`src/rtl/lfsr_rng_arbiter_pkg.sv`:
```
// Shared definitions for the LFSR random-word arbiter: FSM state encoding,
// warm-up counter width and the Galois step function (also usable by reference models).
package lfsr_rng_arbiter_pkg;

  typedef enum logic [0:0] {
    WARM  = 1'b0,
    READY = 1'b1
  } state_e;

  localparam int unsigned WARM_W = 8;

  // One Galois step on the low w bits of r; the inserted bit is the complement of the old msb.
  function automatic logic [31:0] lfsr_next(input logic [31:0] r, input logic [31:0] poly,
                                            input int unsigned w);
    logic        msb;
    logic [4:0]  idx;
    logic [31:0] mask;
    logic [31:0] t;
    idx  = 5'(w - 32'd1);
    msb  = r[idx];
    mask = (w >= 32'd32) ? 32'hffff_ffff : ((32'd1 << w) - 32'd1);
    t    = (r ^ (msb ? poly : 32'd0)) << 1;
    t    = t | {31'd0, ~msb};
    return t & mask;
  endfunction

endpackage

```
`src/rtl/lfsr_rng_arbiter_if.sv`:
```
// Requester/seed bus of the LFSR random-word arbiter; master is the consumer side,
// slave is the arbiter.
interface lfsr_rng_arbiter_if #(
  parameter int NREQ  = 4,
  parameter int WIDTH = 16
);
  logic [NREQ-1:0]  req;
  logic [NREQ-1:0]  ack;
  logic [WIDTH-1:0] rnd_out;
  logic             seed_wr;
  logic [WIDTH-1:0] seed_data;
  logic             busy;
  logic [15:0]      served_cnt;

  modport master (
    output req, seed_wr, seed_data,
    input  ack, rnd_out, busy, served_cnt
  );

  modport slave (
    input  req, seed_wr, seed_data,
    output ack, rnd_out, busy, served_cnt
  );
endinterface

```
`src/rtl/lfsr_rng_arbiter_lfsr_step_reg.sv`:
```
// WIDTH-bit Galois LFSR register that advances only when stepped; load wins over step,
// async reset clears it to zero.
module lfsr_step_reg
  import lfsr_rng_arbiter_pkg::*;
#(
  parameter int               WIDTH = 16,
  parameter logic [WIDTH-1:0] POLY  = 16'h847d
) (
  input  logic             clk,
  input  logic             rst,
  input  logic             load_i,
  input  logic [WIDTH-1:0] load_value_i,
  input  logic             step_i,
  output logic [WIDTH-1:0] q_o
);

  logic [WIDTH-1:0] lfsr_q;
  logic [WIDTH-1:0] lfsr_d;
  logic [WIDTH-1:0] step_s;

  assign step_s = WIDTH'(lfsr_next(32'(lfsr_q), 32'(POLY), WIDTH));

  // Next-state select: load, step or hold.
  always_comb begin
    lfsr_d = lfsr_q;
    if (load_i) begin
      lfsr_d = load_value_i;
    end else if (step_i) begin
      lfsr_d = step_s;
    end else begin
      lfsr_d = lfsr_q;
    end
  end

  // State register.
  always_ff @(posedge clk or posedge rst) begin
    if (rst) begin
      lfsr_q <= '0;
    end else begin
      lfsr_q <= lfsr_d;
    end
  end

  assign q_o = lfsr_q;

endmodule

```
`src/rtl/lfsr_rng_arbiter.sv`:
```
// Round-robin arbiter handing one fresh LFSR word per grant to NREQ requesters,
// with seed loading, post-seed warm-up and a delivered-word counter.
module lfsr_rng_arbiter
  import lfsr_rng_arbiter_pkg::*;
#(
  parameter int               NREQ   = 4,
  parameter int               WIDTH  = 16,
  parameter logic [WIDTH-1:0] POLY   = 16'h847d,
  parameter int               WARMUP = 4
) (
  input  logic                clk,
  input  logic                rst,
  lfsr_rng_arbiter_if.slave   bus
);

  localparam int               PTR_W    = $clog2(NREQ);
  localparam logic [0:0]       ST_WARM  = WARM;
  localparam logic [0:0]       ST_READY = READY;
  localparam logic [WARM_W-1:0] WARM_INIT = WARM_W'(WARMUP);
  // With no warm-up, reset and seeding land directly in READY.
  localparam logic [0:0]       ST_START  = (WARMUP == 0) ? ST_READY : ST_WARM;
  localparam logic             BUSY_INIT = (WARMUP != 0);

  logic [0:0]        state_q, state_d;
  logic [WARM_W-1:0] warm_cnt_q, warm_cnt_d;
  logic              busy_q, busy_d;
  logic [NREQ-1:0]   ack_q, ack_d;
  logic [WIDTH-1:0]  rnd_q, rnd_d;
  logic [PTR_W-1:0]  rr_ptr_q, rr_ptr_d;
  logic [15:0]       served_q, served_d;

  logic [WIDTH-1:0]  lfsr_s;
  logic              lfsr_step_s;
  logic [NREQ-1:0]   elig_s;
  logic [PTR_W-1:0]  cand_s;
  logic [PTR_W-1:0]  win_idx_s;
  logic              win_found_s;

  lfsr_step_reg #(
    .WIDTH (WIDTH),
    .POLY  (POLY)
  ) u_lfsr (
    .clk          (clk),
    .rst          (rst),
    .load_i       (bus.seed_wr),
    .load_value_i (bus.seed_data),
    .step_i       (lfsr_step_s),
    .q_o          (lfsr_s)
  );

  // The requester acked this cycle is masked so its still-high req is not served twice.
  assign elig_s = bus.req & ~ack_q;

  // Round-robin search upward from rr_ptr+1, wrapping modulo NREQ.
  always_comb begin
    win_found_s = 1'b0;
    win_idx_s   = '0;
    cand_s      = '0;
    for (int i = 1; i <= NREQ; i++) begin
      cand_s = PTR_W'((int'(rr_ptr_q) + i) % NREQ);
      if (!win_found_s && elig_s[cand_s]) begin
        win_found_s = 1'b1;
        win_idx_s   = cand_s;
      end else begin
        win_found_s = win_found_s;
      end
    end
  end

  // FSM, grant, pointer and counter next-state; seeding overrides everything.
  always_comb begin
    state_d     = state_q;
    warm_cnt_d  = warm_cnt_q;
    busy_d      = busy_q;
    ack_d       = '0;
    rnd_d       = rnd_q;
    rr_ptr_d    = rr_ptr_q;
    served_d    = served_q;
    lfsr_step_s = 1'b0;
    if (bus.seed_wr) begin
      state_d    = ST_START;
      warm_cnt_d = WARM_INIT;
      busy_d     = BUSY_INIT;
    end else if (state_q == ST_WARM) begin
      lfsr_step_s = 1'b1;
      warm_cnt_d  = warm_cnt_q - 8'd1;
      if (warm_cnt_q == 8'd1) begin
        state_d = ST_READY;
        busy_d  = 1'b0;
      end else begin
        state_d = ST_WARM;
      end
    end else if (win_found_s) begin
      lfsr_step_s = 1'b1;
      ack_d       = NREQ'(1) << win_idx_s;
      rnd_d       = lfsr_s;
      rr_ptr_d    = win_idx_s;
      served_d    = served_q + 16'd1;
    end else begin
      ack_d = '0;
    end
  end

  // Registered state and outputs.
  always_ff @(posedge clk or posedge rst) begin
    if (rst) begin
      state_q    <= ST_START;
      warm_cnt_q <= WARM_INIT;
      busy_q     <= BUSY_INIT;
      ack_q      <= '0;
      rnd_q      <= '0;
      rr_ptr_q   <= PTR_W'(NREQ - 1);
      served_q   <= 16'd0;
    end else begin
      state_q    <= state_d;
      warm_cnt_q <= warm_cnt_d;
      busy_q     <= busy_d;
      ack_q      <= ack_d;
      rnd_q      <= rnd_d;
      rr_ptr_q   <= rr_ptr_d;
      served_q   <= served_d;
    end
  end

  assign bus.ack        = ack_q;
  assign bus.rnd_out    = rnd_q;
  assign bus.busy       = busy_q;
  assign bus.served_cnt = served_q;

endmodule

```
`src/flat_wrapper.sv`:
```
// flat-port wrapper written by rule: the top's interface ports become plain ports
module lfsr_rng_arbiter_flat import lfsr_rng_arbiter_pkg::*;
#(
  parameter int               NREQ   = 4,
  parameter int               WIDTH  = 16,
  parameter logic [WIDTH-1:0] POLY   = 16'h847d,
  parameter int               WARMUP = 4
)
  (clk, rst, bus_req, bus_seed_wr, bus_seed_data, bus_ack, bus_rnd_out, bus_busy, bus_served_cnt);
  lfsr_rng_arbiter_if #(.NREQ(NREQ), .WIDTH(WIDTH)) bus_i ();
  input  logic clk;
  input  logic rst;
  input wire logic [$bits(bus_i.req)-1:0] bus_req;
  input wire logic [$bits(bus_i.seed_wr)-1:0] bus_seed_wr;
  input wire logic [$bits(bus_i.seed_data)-1:0] bus_seed_data;
  output wire logic [$bits(bus_i.ack)-1:0] bus_ack;
  output wire logic [$bits(bus_i.rnd_out)-1:0] bus_rnd_out;
  output wire logic [$bits(bus_i.busy)-1:0] bus_busy;
  output wire logic [$bits(bus_i.served_cnt)-1:0] bus_served_cnt;
  assign bus_i.req = bus_req;
  assign bus_i.seed_wr = bus_seed_wr;
  assign bus_i.seed_data = bus_seed_data;
  assign bus_ack = bus_i.ack;
  assign bus_rnd_out = bus_i.rnd_out;
  assign bus_busy = bus_i.busy;
  assign bus_served_cnt = bus_i.served_cnt;
  lfsr_rng_arbiter #(.NREQ(NREQ), .WIDTH(WIDTH), .POLY(POLY), .WARMUP(WARMUP)) u_core (.clk(clk), .rst(rst), .bus(bus_i));
endmodule
```
`config.mk`:
```
export PLATFORM = sky130hd
export DESIGN_NAME = lfsr_rng_arbiter_flat
export DESIGN_NICKNAME = d
export VERILOG_FILES = /design/src/rtl/lfsr_rng_arbiter_pkg.sv /design/src/rtl/lfsr_rng_arbiter_if.sv /design/src/rtl/lfsr_rng_arbiter_lfsr_step_reg.sv /design/src/rtl/lfsr_rng_arbiter.sv /design/src/flat_wrapper.sv
export SDC_FILE = /design/constraint.sdc
export NUM_CORES = 1
export LEC_CHECK = 0
export BUFFER_PORTS_ARGS = -buffer_cell sky130_fd_sc_hd__buf_2
export CORE_MARGIN = 2
export CORE_UTILIZATION = 59
export DETAILED_ROUTE_END_ITERATION = 10
export PLACE_DENSITY_LB_ADDON = 0.25
export SLEW_MARGIN = 25
export SYNTH_ARGS = -nofsm -noshare
export SYNTH_HDL_FRONTEND = slang
export SYNTH_SLANG_ARGS = --single-unit
```
`constraint.sdc`:
```
create_clock -name clk -period 2.88 [get_ports clk]
set_input_delay 0 -clock clk [delete_from_list [all_inputs] [get_ports clk]]
set_output_delay 0 -clock clk [all_outputs]
set_load 0.02 [all_outputs]
```
After elaboration in Yosys (flattened, before gate mapping):

Cells that the tools add are included.

* bits in registers: 64
* input port bits: 23
* output and inout bits: 37
* word-level logic and storage cells: 70

* add/sub/neg operators: 6
* order comparisons: 4
* equal/unequal tests: 2
* shifts and indexed selects: 1
* mux-type cells: 33
* bitwise operators: 6
* reduce and logical (&&, ||, !) cells: 10

Operators with widths (count)
* $mux 16: 2
* $mux 1: 17
* $add 16x1->16 const B: 1
* $mux 8: 2
* $or 16x1->16: 1
* $xor 15x15->15: 1
* $lt 2x3->1 const B: 4
* $mux 4: 3
* $mux 11: 1
* $bmux 1 s2: 4
* $eq 8x1->1 const B: 1
* $mux 2: 4
* $sub 8x1->8 const B: 1
* $add 2x1->2 const B: 2
* $add 2x2->2 const B: 2
* $and 4x4->4: 1
* $not 4->4: 1
* $reduce_bool 2->1: 2
* $shl 1x2->4 const A: 1
* $logic_and 1x1->1: 3
* $logic_not 1->1: 3
* $reduce_and 3->1: 1
* $ne 2x2->1 const B: 1
* $not 1->1: 2
* $reduce_and 2->1: 1

Depth between registers and ports, before layout:

Gate-level depths: netlist of the first run.

* depth after elaboration: 19
* gate-level depth with buffers: 6
* depth with buffers taken out: 6

Modules after synthesis:

Synthesis of the first run repeated with hierarchy kept, for this count alone.

* cell total of the unflattened synthesis: 253
* area total of the unflattened synthesis: 3031.7 um2

Modules (own cells, without submodules)
* lfsr_rng_arbiter: times used 1, cells an instance 173, area each 2177.1 um2, sequential area each 1206.2 um2
* lfsr_step_reg: times used 1, cells an instance 80, area each 854.6 um2, sequential area each 400.4 um2

Least setup slack after synthesis of the first run:

OpenSTA, ideal clock, no wires.

* path type: register to register
* start: reg u_core.served_q[2], in the netlist u_core.bus.served_cnt[2]
* end: reg u_core.served_q[12], in the netlist u_core.bus.served_cnt[12]
* library setup time: 129 ps
* data arrival time: 1619 ps
* required time: 2751 ps
* path slack: 1132 ps
* stages on the path, launching flop included: 6
* path buffers: 1
* period minus slack after synthesis: 1748 ps
* cells stage by stage: dfrtp_1 > nand3_2 > or2_0 > buf_2 > or4_1 > xnor2_1

* cells in the longest elaborated chain, start to end: 1

Ends and longest elaborated chain
* from (decl): line lfsr_rng_arbiter.sv:30 `logic [15:0] served_q, served_d;`
* from (signal assigned): line lfsr_rng_arbiter.sv:121 `served_q <= served_d;`
* $add 16x1->16: line lfsr_rng_arbiter.sv:98 `served_d = served_q + 16'd1;`

Every way passes these cells.
A chain may end at the register's enable or synchronous reset.

Worst setup path after layout of the first run:

* start: reg u_core.ack_q[2], in the netlist u_core.bus.ack[2]
* end: reg u_core.u_lfsr.lfsr_q[2], in the netlist u_core.u_lfsr.q_o[2]

* cells in the longest elaborated chain, start to end: 18
* elaborated cells on any way between the ends: 24
* those cells by class: mux: 15; bitwise: 2; reduce/logical: 7

Ends and longest elaborated chain
* from (decl): line lfsr_rng_arbiter.sv:27 `logic [NREQ-1:0] ack_q, ack_d;`
* from (signal assigned): line lfsr_rng_arbiter.sv:118 `ack_q <= ack_d;`
* $not 4->4 *: line lfsr_rng_arbiter.sv:52 `assign elig_s = bus.req & ~ack_q;`
* $and 4x4->4 *: line lfsr_rng_arbiter.sv:52
* $bmux 1 s2: line lfsr_rng_arbiter.sv:61 `if (!win_found_s && elig_s[cand_s]) begin`
* $mux 1 (not written as such): line lfsr_rng_arbiter.sv:61
* $mux 1: line lfsr_rng_arbiter.sv:61
* $logic_not 1->1: line lfsr_rng_arbiter.sv:61
* $logic_and 1x1->1: line lfsr_rng_arbiter.sv:61
* $mux 1: line lfsr_rng_arbiter.sv:61
* [2 not listed]
* $mux 1: line lfsr_rng_arbiter.sv:61
* $logic_not 1->1: line lfsr_rng_arbiter.sv:61
* $logic_and 1x1->1: line lfsr_rng_arbiter.sv:61
* $mux 1 *: line lfsr_rng_arbiter.sv:61
* $mux 1 *: line lfsr_rng_arbiter.sv:93 `end else if (win_found_s) begin`
* $mux 1 *: line lfsr_rng_arbiter.sv:84 `end else if (state_q == ST_WARM) begin`
* $mux 1 *: line lfsr_rng_arbiter.sv:80 `if (bus.seed_wr) begin`
* $reduce_bool 2->1 (no line) *
* to (signal assigned): line lfsr_rng_arbiter_lfsr_step_reg.sv:40 `lfsr_q <= lfsr_d;`
* to (decl): line lfsr_rng_arbiter_lfsr_step_reg.sv:17 `logic [WIDTH-1:0] lfsr_q;`

Mark *: on every way between the ends. The rest lies on a longest branch, timed or not. The select of a mux whose other input is x is not followed.

==> results of run 1 <==
## power breakdown
group	total [W]	switching [W]	internal, W
logic	0.000800	0.000475	0.000324
clock network	0.000868	0.000362	0.000506
registers	0.00130	0.000179	0.00112
total	0.00297	0.00102	0.00195
## registers in the layout, indices dropped and copies added (netlist names)
name and cells:
u_core.u_lfsr.q_o 16, u_core.state_q 1, u_core.bus.ack 4, u_core.bus.rnd_out 16, u_core.rr_ptr_q 2, u_core.bus.served_cnt 16
u_core.bus.busy 1, u_core.warm_cnt_q 8
## worst register-to-register path, stage by stage (launching register included)
cell     delay (ns)
dfrtp_1        0.38
and2b_1        0.26
nor4_1         0.20
nand2_1        0.47
mux2_2         0.45
## cell usage after synthesis
library cell | n | area, um^2
nor4_1 | 7 | 43.8
or3b_2 | 2 | 17.5
or2_0 | 1 | 6.26
and2b_1 | 2 | 15.0
and2_1 | 1 | 6.26
a211oi_1 | 1 | 7.51
nor2b_2 | 2 | 17.5
a31o_2 | 1 | 8.76
inv_1 | 8 | 30.0
a32oi_1 | 1 | 8.76
or3_2 | 1 | 7.51
a21oi_1 | 5 | 25.0
nor2_1 | 15 | 56.3
nand3b_1 | 3 | 22.5
xnor2_1 | 19 | 166
nand3_1 | 4 | 20.0
or3_1 | 1 | 6.26
or4_1 | 2 | 15.0
o22ai_1 | 1 | 6.26
o211ai_1 | 1 | 7.51
a211o_1 | 1 | 8.76
nand3_2 | 1 | 10.0
o41ai_4 | 1 | 27.5
a41oi_1 | 1 | 8.76
nand2b_1 | 5 | 31.3
nor3_1 | 3 | 15.0
nor2b_1 | 1 | 6.26
buf_6 | 1 | 11.3
nor3b_1 | 2 | 15.0
dfstp_2 | 4 | 105
xor2_1 | 8 | 70.1
o21ai_0 | 12 | 60.1
nand2_1 | 70 | 263
a21o_1 | 1 | 7.51
clkbuf_1 | 6 | 22.5
buf_2 | 6 | 30.0
nand4_1 | 7 | 43.8
dfrtp_1 | 60 | 1500
nand4b_1 | 1 | 8.76
mux2_2 | 24 | 270
ha_1 | 3 | 37.5
o31ai_1 | 1 | 7.51
## cell families after synthesis
logic type	share of synthesized area
compound gates	0.0602
flops	0.526
xor+xnor	0.0774
mux	0.0885
simple gates	0.205
buf+inv	0.0307
fa+ha+maj	0.0123
## layer usage
| layer | vias up | part of all wire |
|---|---|---|
| met1 | 1154 | 0.48 |
| met2 | 62 | 0.46 |
| met4 | 0 | 0.021 |
| met3 | 12 | 0.041 |
| met5 | - | 0 |
| li1 | 1139 | - |
## through the flow
step / cells / total power, W / hold WS (ns) / instance area, um^2
2_1_floorplan: 297 / 0.00184 / 0.245 / 3060
3_5_place_dp: 416 / 0.00210 / 0.284 / 3400
4_1_cts: 439 / 0.00297 / 0.00310 / 3690
6_report: 440 / 0.00297 / 0.00858 / 3710
5_1_grt: 440 / 0.00313 / 0.0251 / 3710
3_3_place_gp: 416 / 0.00207 / 0.277 / 3400
## what timing repair did
action	4_1_cts	5_1_grt
endpoints found under the setup margin	0	0
hold buffers	7	0
gates resized for setup	0	0
hold endpoints to repair	66	0
## path summary, 6_finish.rpt
check                                                        to                              start  slack (ns)  cells after the start
hold reg to reg               u_core.bus.rnd_out[3]$_DFFE_PP0P_  u_core.bus.rnd_out[3]$_DFFE_PP0P_        0.47                      2
setup / recovery               u_core.u_lfsr.q_o[2]$_DFFE_PP0P_        u_core.bus.ack[2]$_DFF_PP0_        1.00                      4
max in group asynchronous      u_core.u_lfsr.q_o[1]$_DFFE_PP0P_                                rst        1.94                      4
hold / removal                 u_core.u_lfsr.q_o[1]$_DFFE_PP0P_                   bus_seed_data[1]       0.009                      4
setup reg to reg               u_core.u_lfsr.q_o[2]$_DFFE_PP0P_        u_core.bus.ack[2]$_DFF_PP0_        1.00                      4
min in group asynchronous  u_core.bus.served_cnt[4]$_DFFE_PP0P_                                rst        0.44                      4
## area by class of cell
cell class | count | area, um^2 | share of cell area
sequential | 64 | 1610 | 0.433
multi-input combinational | 212 | 1360 | 0.368
timing repair buffer | 70 | 399 | 0.108
clock buffer | 10 | 138 | 0.0371
tap | 70 | 87.6 | 0.0236
clock inverter | 6 | 82.6 | 0.0223
inverter | 8 | 30.0 | 0.00810
==> results.py, run 1 <==
metrics = {
    "synth": {
        "ys_ff_latch": 64,
        "ys_seq_area_frac": 0.526,
        "netlist_instances": 297,
        "netlist_area_um2": 3060,
        "ys_types": 42,
        "syn_nets": 323,
        "synth.avg_cell_area_um2": 10.3,
        "ys_warn_count": 0,
    },
    "grt": {
        "grt.met3_usage": 0.0500,
        "antenna_found_initial": 0,
        "grt_max_degree": 65,
        "grt-ovfl-total": 0,
        "gr-max-usage-layer": "met2",
        "met2_usage": 0.363,
        "grt_pass1_vias": 2317,
        "grt_pass1_wl_um": 11000,
        "grtUsageMet1": 0.343,
        "gr-usage-all-layers": 0.245,
    },
    "clock_network": {
        "cts_tree": "yes",
        "clk_pin_slew_worst_paths_ns": 0.07,
        "cts.htree.levels": 3,
        "cts_sinks": 64,
        "clockBufferDepth": 2,
        "numCtsBuffers": 9,
        "cts_setup_buffers": 0,
        "cts_root_buffer": "clkbuf_8",
        "insertion_delay_ns": 0.35,
    },
    "placed_design": {
        "gp_congestion": 0.854,
        "dpl.hpwl_um": 4120,
        "port_buffers": 59,
        "pre_cts_ws_ns": 0.873,
    },
    "timing": {
        "max-slew-margin-rel": 0.484,
        "skew_ns": 0.00772,
        "finalWorstSetupSlack_ns": 1.00,
        "rsz0062_at_grt": "no",
        "setup_violations": 0,
        "timing.final.hold_violations": 0,
        "fin_crit_sh": 0.652,
        "worst_pin_slew_ns": 0.775,
        "tns_ns": 0,
        "drv_slew": 0,
        "period_needed_ns": 1.88,
        "max_freq_mhz": 533,
    },
    "route": {
        "vias_per_cell": 5.38,
        "drt_iter0_drc": 122,
        "vias": 2367,
        "drc": 0,
        "avgRoutedWirePerCell_um": 14.3,
        "firstDrtPassIters": 4,
        "final_antenna_net_count": 0,
        "routed_wl_um": 6280,
    },
    "layout": {
        "antennaDiodeCount": 0,
        "drive_above_1_share": 0.316,
        "final_cell_mix": "70 x nand2_1, 60 x dfrtp_1, 59 x buf_2, 24 x mux2_2, 19 x xnor2_1",
        "final_common_cell": "nand2_1",
        "utilization": 0.735,
        "num-fill-cells": 367,
        "final_nets": 391,
        "areaGrowthSynthToFinish_pct": 21.3,
    },
    "worst_setup_path": {
        "cp_max_fo": 16,
        "crit_family": "simple AND/OR/NAND/NOR gates",
        "worst-setup-path-type": "flip-flop to flip-flop",
        "worstPathCellList": "and2b_1, nor4_1, nand2_1, mux2_2",
        "critPathBufInv": 0,
        "critical-path-slowest-cell": "nand2_1",
        "cp.arrival_ns": 2.11,
        "worstPathRequired_ns": 3.11,
        "cp-end-kind": "flip-flop",
        "critPathMaxStageDelay_ns": 0.47,
        "start_kind": "flip-flop",
    },
    "job": {
        "maxCapViolations": 0,
    },
    "die": {
        "dieArea_um2": 5770,
        "initial_core_util": 0.606,
        "core_region_area_um2": 5040,
        "rows": 26,
        "die_x_um": 76.0,
        "die_y_um": 76.0,
        "io_pins": 60,
    },
    "pwr": {
        "p_leak_nw": 1.84,
        "ir_worst_vdd_v": 0.000689,
        "power_density_nw_per_um2": 800,
    },
    "worst_hold_path": {
        "min-delay-path-class": "primary input to flip-flop",
    },
    "outcome": {
        "outcome": "completed",
    },
}
Power figures use the tool's default switching activity.
==> run 2: changes to the inputs <==
ABC_AREA = 1   (was default)
CORE_UTILIZATION = 56   (was 59)
clock period = 1.9 ns   (was 2.88 ns; I/O delays follow)
==> run 2 against run 1 <==
  * Sequential power is 61% higher
  * Clock power is 32% higher
  * Utilization is 3.0 points lower
  * Synthesized area is 12% higher
  * Critical path depth is 7 higher
  * Combinational power grew to 2.7 times the previous value
  * Fmax is 1.2% lower
  * Sequential cell count stayed put
  * Critical endpoint is now u_core.bus.ack[2]$_DFF_PP0_
  * Largest cell class unchanged
  * Highest routed layer unchanged
==> results.py, run 2 <==
metrics = {
    "worst_setup_path": {
        "cp.arrival_ns": 2.17,
        "start_kind": "flip-flop",
        "critPathMaxStageDelay_ns": 0.64,
        "r2r_end": "u_core.bus.ack[2]$_DFF_PP0_",
        "worstPathCellList": "inv_6, nand2_1, nand2_2, nand3_1, nand2_2, nand3_2, nor2_4, nor2_2, buf_4, nand2_1, nor2_1",
        "worst-setup-path-type": "flip-flop to flip-flop",
        "r2r_start": "u_core.rr_ptr_q[0]$_DFFE_PP1P_",
        "cp-end-kind": "flip-flop",
        "crit_start": "u_core.rr_ptr_q[0]$_DFFE_PP1P_",
        "rrSetupSlack_ns": 0.0001,
        "critical-path-slowest-cell": "dfstp_2",
        "cp_max_fo": 8,
        "worstPathRequired_ns": 2.17,
        "reg2reg_depth": 11,
    },
    "pwr": {
        "power_frac_clock": 0.212,
        "seq_power_share": 0.384,
        "p_sw_frac": 0.423,
        "power.switching_w": 0.00229,
        "ir_worst_vdd_v": 0.000831,
        "power_density_nw_per_um2": 1300,
        "power_frac_comb": 0.403,
        "power.internal_w": 0.00313,
        "p_leak_nw": 2.15,
        "p_total_w": 0.00542,
    },
    "grt": {
        "grt_max_degree": 44,
        "grt_pass1_wl_um": 12400,
        "grt-ovfl-total": 0,
        "antenna_found_initial": 0,
        "grt_pass1_vias": 2766,
        "gr-usage-all-layers": 0.239,
    },
    "synth": {
        "ys_types": 30,
        "synth-compound-area-share": 0.137,
        "yosysMostFrequentCell": "nand2_1",
        "synth_top_family_by_area": "simple AND/OR/NAND/NOR gates",
        "ys_warn_count": 0,
        "synth_area_leader_cell": "dfrtp_1",
        "syn_nets": 447,
        "synthXorXnorAreaFrac": 0.0358,
        "synth_top_area_frac": 0.439,
        "synth-async-reset-ratio": 1.00,
        "yosys-top-cells-count": "129 x nand2_1, 60 x dfrtp_1, 43 x inv_1",
        "synth_flop_cell": "dfrtp_1",
        "synth_simple_gate_area_frac": 0.256,
        "ys_ff_latch": 64,
        "synth_area_leaders": "dfrtp_1 44%, nand2_1 14%, o21ai_2 5.1%",
        "netlist_area_um2": 3420,
        "synth.avg_cell_area_um2": 8.13,
        "ys_seq_area_frac": 0.470,
        "synthMuxAreaShare": 0,
        "synth_adder_area_share": 0.0110,
        "netlist_instances": 421,
        "synth_edf_count": 0,
    },
    "route": {
        "firstDrtPassIters": 5,
        "final_antenna_net_count": 0,
        "avgRoutedWirePerCell_um": 13.1,
        "vias_per_cell": 5.34,
        "drc": 0,
        "drt_iter0_drc": 239,
        "vias": 3096,
        "routed_wl_um": 7580,
    },
    "timing": {
        "timing.final.hold_violations": 0,
        "drv_slew": 0,
        "skew_ns": 0.0146,
        "max_freq_mhz": 526,
        "period_needed_ns": 1.90,
        "rsz0062_at_grt": "yes",
        "finalWorstSetupSlack_ns": 0.000109,
        "fin_crit_sh": 1.00,
        "max-slew-margin-rel": 0.671,
        "setup_violations": 0,
        "worst_pin_slew_ns": 0.492,
    },
    "die": {
        "dieArea_um2": 6750,
        "io_pins": 60,
        "rows": 28,
        "die_y_um": 82.2,
        "die_x_um": 82.2,
        "core_region_area_um2": 5920,
        "initial_core_util": 0.578,
    },
    "worst_hold_path": {
        "whs_path_depth": 5,
        "holdPathEnd": "u_core.u_lfsr.q_o[2]$_DFFE_PP0P_",
        "min-delay-path-class": "primary input to flip-flop",
        "min_from": "bus_seed_data[2]",
    },
    "clock_network": {
        "numCtsBuffers": 9,
        "insertion_delay_ns": 0.34,
        "cts_root_buffer": "clkbuf_8",
        "cts_tree": "yes",
        "cts.htree.levels": 3,
        "cts_sinks": 64,
        "clk_pin_slew_worst_paths_ns": 0.08,
        "clockBufferDepth": 2,
    },
    "layout": {
        "areaGrowthSynthToFinish_pct": 22.1,
        "final_nets": 526,
        "antennaDiodeCount": 0,
        "final_common_cell": "nand2_1",
        "final_cells": 580,
        "drive_above_1_share": 0.257,
        "final_cell_mix": "128 x nand2_1, 60 x buf_2, 60 x dfrtp_1, 42 x inv_1, 33 x o21ai_0",
        "utilization": 0.705,
    },
    "placed_design": {
        "gp_congestion": 0.896,
        "pre_cts_ws_ns": 0.0622,
        "dp.cells": 546,
        "port_buffers": 59,
        "dpl.hpwl_um": 4920,
    },
    "outcome": {
        "outcome": "completed",
    },
    "job": {
        "maxCapViolations": 0,
    },
}
run 2: cell count changes in the layout (fill, tap and decap cells not counted), sizes merged, moves of 3 or more:
| cell | before | now |
|---|---|---|
| nand2 | 70 | 137 |
| o21ai | 12 | 64 |
| inv | 8 | 45 |
| nand3 | 5 | 30 |
| mux2 | 24 | 0 |
| xnor2 | 19 | 8 |
| dlygate4sd3 | 7 | 15 |
| a21oi | 5 | 12 |
| buf | 63 | 69 |
| nor3 | 3 | 9 |
| nand2b | 5 | 0 |
| nor4 | 7 | 2 |
| nand4 | 7 | 4 |
| nor2b | 3 | 0 |
run 2: worst max-delay path by stage:
stage,endpoint,depth (start not counted)
2_1_floorplan,u_core.bus.served_cnt[10]$_DFFE_PP0P_,7
3_3_place_gp,u_core.bus.served_cnt[8]$_DFFE_PP0P_,12
6_report,u_core.bus.ack[2]$_DFF_PP0_,11
3_5_place_dp,u_core.bus.served_cnt[8]$_DFFE_PP0P_,12
4_1_cts,u_core.bus.served_cnt[8]$_DFFE_PP0P_,12
5_1_grt,u_core.bus.served_cnt[8]$_DFFE_PP0P_,12
run 2: cell families after synthesis:
family,Yosys count
flops,64
fa+ha+maj,3
buf+inv,63
simple gates,199
xor+xnor,14
compound gates,78
run 2: what timing repair did:
item	CTS	global route
buffers inserted	0	1
gates resized for setup	1	6
pin swaps	0	1
gates cloned	0	2
hold buffers	15	0
endpoints found under the setup margin	1	46
endpoints found under the hold margin	33	0
run 2: power groups by stage:
stage / Combinational [W] / Clock [W] / Sequential (W)
after CTS: 0.00212 / 0.00118 / 0.00207
after global routing: 0.00244 / 0.00124 / 0.00214
after global placement: 0.00203 / 0 / 0.00208
after detailed placement: 0.00209 / 0 / 0.00209
after floorplan: 0.00126 / 0 / 0.00237
final: 0.00219 / 0.00115 / 0.00209
run 2: final cells by class:
type                       instances  area [um^2]
inverter                          46          178
sequential                        64         1610
timing repair buffer              85          592
tap                               75         93.8
clock inverter                     6         60.1
clock buffer                      10          128
multi-input combinational        294         1520
fill                             457         1740
run 2: routing by layer:
metal	GRT usage	share of wire
met1	0.319	0.46
met2	0.373	0.47
met3	0.0435	0.057
met4	0.122	0.017
met5	0	0
run 2: worst max-delay path: cells and delay by family (launching register included):
family,cells,cell delay [ns]
flip-flops,1,0.64
buffers and inverters,2,0.23
AND/OR/NAND/NOR,9,0.96
run 2: through the flow:
step	setup TNS (ns)	instance area [um^2]	hold WS (ns)
2_1_floorplan	0	3420	0.215
5_1_grt	-0.335	4180	0.0453
3_5_place_dp	0	3770	0.0635
6_report	0	4180	0.0156
3_3_place_gp	0	3770	0.0522
4_1_cts	0	4120	0.00126
==> run 3: changes to the inputs <==
SYNTH_HIERARCHICAL = 1   (was default)
==> run 3 against run 2 <==
  * Utilization increased by 1.3 points
  * Final area increased by 1.8%
  * First-iteration DRC count decreased by 39%
  * Count of clock-buffer cells in the layout unchanged
  * Clock power decreased by 13%
  * Critical path type unchanged
  * Largest cell class is now multi-input gates
  * Largest power group unchanged
==> results.py, run 3 <==
metrics = {
    "worst_hold_path": {
        "min-delay-path-class": "primary input to flip-flop",
    },
    "synth": {
        "ys_seq_area_frac": 0.467,
        "synth.avg_cell_area_um2": 7.90,
        "synth-async-reset-ratio": 1.00,
        "synth_adder_area_share": 0.0109,
        "ys_types": 31,
        "synth_top_area_frac": 0.437,
        "netlist_area_um2": 3440,
        "synth_top_family_by_area": "simple AND/OR/NAND/NOR gates",
        "ys_warn_count": 6,
        "synth_edf_count": 0,
        "synthMuxAreaShare": 0,
        "synth_area_leader_cell": "dfrtp_1",
        "yosysMostFrequentCell": "nand2_1",
        "yosys-top-cells-count": "169 x nand2_1, 60 x dfrtp_1, 43 x inv_1",
        "synth_area_leaders": "dfrtp_1 44%, nand2_1 18%, nand3_1 5.7%",
        "netlist_instances": 435,
        "synth_simple_gate_area_frac": 0.340,
        "syn_nets": 461,
        "synth_flop_cell": "dfrtp_1",
        "synth-compound-area-share": 0.0601,
        "ys_ff_latch": 64,
        "synthXorXnorAreaFrac": 0.0280,
    },
    "pwr": {
        "power_density_nw_per_um2": 1260,
        "p_total_w": 0.00535,
        "p_leak_nw": 2.24,
        "ir_worst_vdd_v": 0.000576,
    },
    "route": {
        "vias": 3144,
        "firstDrtPassIters": 4,
        "avgRoutedWirePerCell_um": 13.5,
        "vias_per_cell": 5.24,
        "routed_wl_um": 8120,
        "drc": 0,
        "final_antenna_net_count": 0,
        "drt_iter0_drc": 145,
    },
    "clock_network": {
        "numCtsBuffers": 9,
        "cts_root_buffer": "clkbuf_8",
        "cts.htree.levels": 3,
        "clockBufferDepth": 2,
        "cts_tree": "yes",
        "clk_pin_slew_worst_paths_ns": 0.07,
        "insertion_delay_ns": 0.34,
        "cts_sinks": 64,
    },
    "timing": {
        "max_freq_mhz": 528,
        "max-slew-margin-rel": 0.605,
        "period_needed_ns": 1.89,
        "drv_slew": 0,
        "tns_ns": 0,
        "skew_ns": 0.00946,
        "timing.final.hold_violations": 0,
        "fin_crit_sh": 0.996,
        "rsz0062_at_grt": "yes",
        "setup_violations": 0,
        "worst_pin_slew_ns": 0.592,
        "finalWorstSetupSlack_ns": 0.00732,
    },
    "worst_setup_path": {
        "cp.arrival_ns": 2.17,
        "cp-end-kind": "flip-flop",
        "start_kind": "flip-flop",
        "worst-setup-path-type": "flip-flop to flip-flop",
        "cp_max_fo": 8,
        "worstPathRequired_ns": 2.17,
    },
    "grt": {
        "gr-usage-all-layers": 0.245,
        "grt_max_degree": 38,
        "grt_pass1_wl_um": 12600,
        "grt_pass1_vias": 2826,
        "antenna_found_initial": 0,
        "grt-ovfl-total": 0,
    },
    "placed_design": {
        "dpl.hpwl_um": 5370,
        "port_buffers": 59,
        "placed_area_um2": 3750,
        "pre_cts_ws_ns": -0.00625,
        "gp_congestion": 0.886,
    },
    "die": {
        "io_pins": 60,
        "die_y_um": 82.3,
        "initial_core_util": 0.581,
        "die_x_um": 82.3,
        "rows": 28,
        "dieArea_um2": 6780,
        "core_region_area_um2": 5920,
    },
    "layout": {
        "final_cell_area_um2": 4250,
        "antennaDiodeCount": 0,
        "utilization": 0.718,
        "final_nets": 546,
        "drive_above_1_share": 0.244,
        "final_common_cell": "nand2_1",
        "areaGrowthSynthToFinish_pct": 23.7,
        "final_cell_mix": "167 x nand2_1, 60 x dfrtp_1, 59 x buf_2, 42 x inv_1, 32 x nand3_1",
    },
    "outcome": {
        "outcome": "completed",
    },
    "job": {
        "maxCapViolations": 0,
    },
}
-- run 3: cell count changes in the layout (fill, tap and decap cells not counted), sizes merged, moves of 2 or more --
| cell | before | now |
|---|---|---|
| nor2 | 16 | 24 |
| dlygate4sd3 | 15 | 17 |
| o21ai | 64 | 22 |
| inv | 45 | 47 |
| nand2 | 137 | 173 |
| nor3 | 9 | 7 |
| nand3 | 30 | 47 |
| a21oi | 12 | 14 |
| xnor2 | 8 | 6 |
| nand4 | 4 | 8 |
-- run 3: worst max-delay path: stages (launching register included) --
cell	delay [ns]
dfstp_2	0.66
nand3_2	0.13
nand2_2	0.12
nor2_4	0.06
nand3_4	0.10
nor2_4	0.04
nor2_4	0.24
inv_4	0.10
nor2_4	0.22
nand2_2	0.09
nand3_2	0.07
-- run 3: per-stage QoR --
step	std cells	hold slack, ns
after floorplan	435	-0.0863
after global placement	561	0.0883
after detailed placement	561	0.0977
after CTS	596	0.131
after global routing	600	0.169
final	600	0.149
-- run 3: power breakdown --
group          internal (W)  switching [W]
clock network      0.000466       0.000529
logic              0.000829        0.00145
registers           0.00174       0.000334
-- run 3: repair_timing --
item / CTS / global route
endpoints found under the setup margin: 1 / 22
resized for setup: 7 / 16
endpoints found under the hold margin: 55 / 0
gates cloned: 2 / 0
pin swaps: 3 / 10
hold buffers: 17 / 0
setup buffers: 0 / 4
-- run 3: final timing paths --
path | startpoint | endpoint | slack (ns) | cells past startpoint
setup / recovery | u_core/rr_ptr_q[0]$_DFFE_PP1P_ | u_core/u_lfsr/q_o[0]$_DFFE_PP0P_ | 0.007 | 10
hold / removal | bus_seed_wr | u_core/state_q$_DFF_PP0_ | 0.15 | 2
min in group asynchronous | rst | u_core/bus.rnd_out[10]$_DFFE_PP0P_ | 0.31 | 3
max in group asynchronous | rst | u_core/bus.busy$_DFFE_PP1P_ | 0.97 | 4
setup reg to reg | u_core/rr_ptr_q[0]$_DFFE_PP1P_ | u_core/u_lfsr/q_o[0]$_DFFE_PP0P_ | 0.007 | 10
hold reg to reg | u_core/bus.rnd_out[4]$_DFFE_PP0P_ | u_core/bus.rnd_out[4]$_DFFE_PP0P_ | 0.47 | 2
-- run 3: cells by family after synthesis --
family	count (synthesis)
and+or+nand+nor	260
DFF	64
buffers and inverters	60
AOI/OAI and AO/OA	37
xor gates and xnor gates	11
adders and majority gates	3
-- run 3: metal layers --
layer | vias up | track usage | routed length [um]
met2 | 110 | 0.394 | 3920
met4 | 0 | 0.128 | 221
li1 | 1551 | - | -
met5 | - | 0 | 0
met3 | 22 | 0.0446 | 411
met1 | 1461 | 0.315 | 3570
-- run 3: area by class of cell --
cell class | count | area (um^2)
Multi-Input combinational cell | 313 | 1640
Clock inverter | 6 | 36.3
Timing Repair Buffer | 85 | 558
Fill cell | 450 | 1670
Sequential cell | 64 | 1610
Inverter | 47 | 189
Clock buffer | 10 | 128
Tap cell | 75 | 93.8
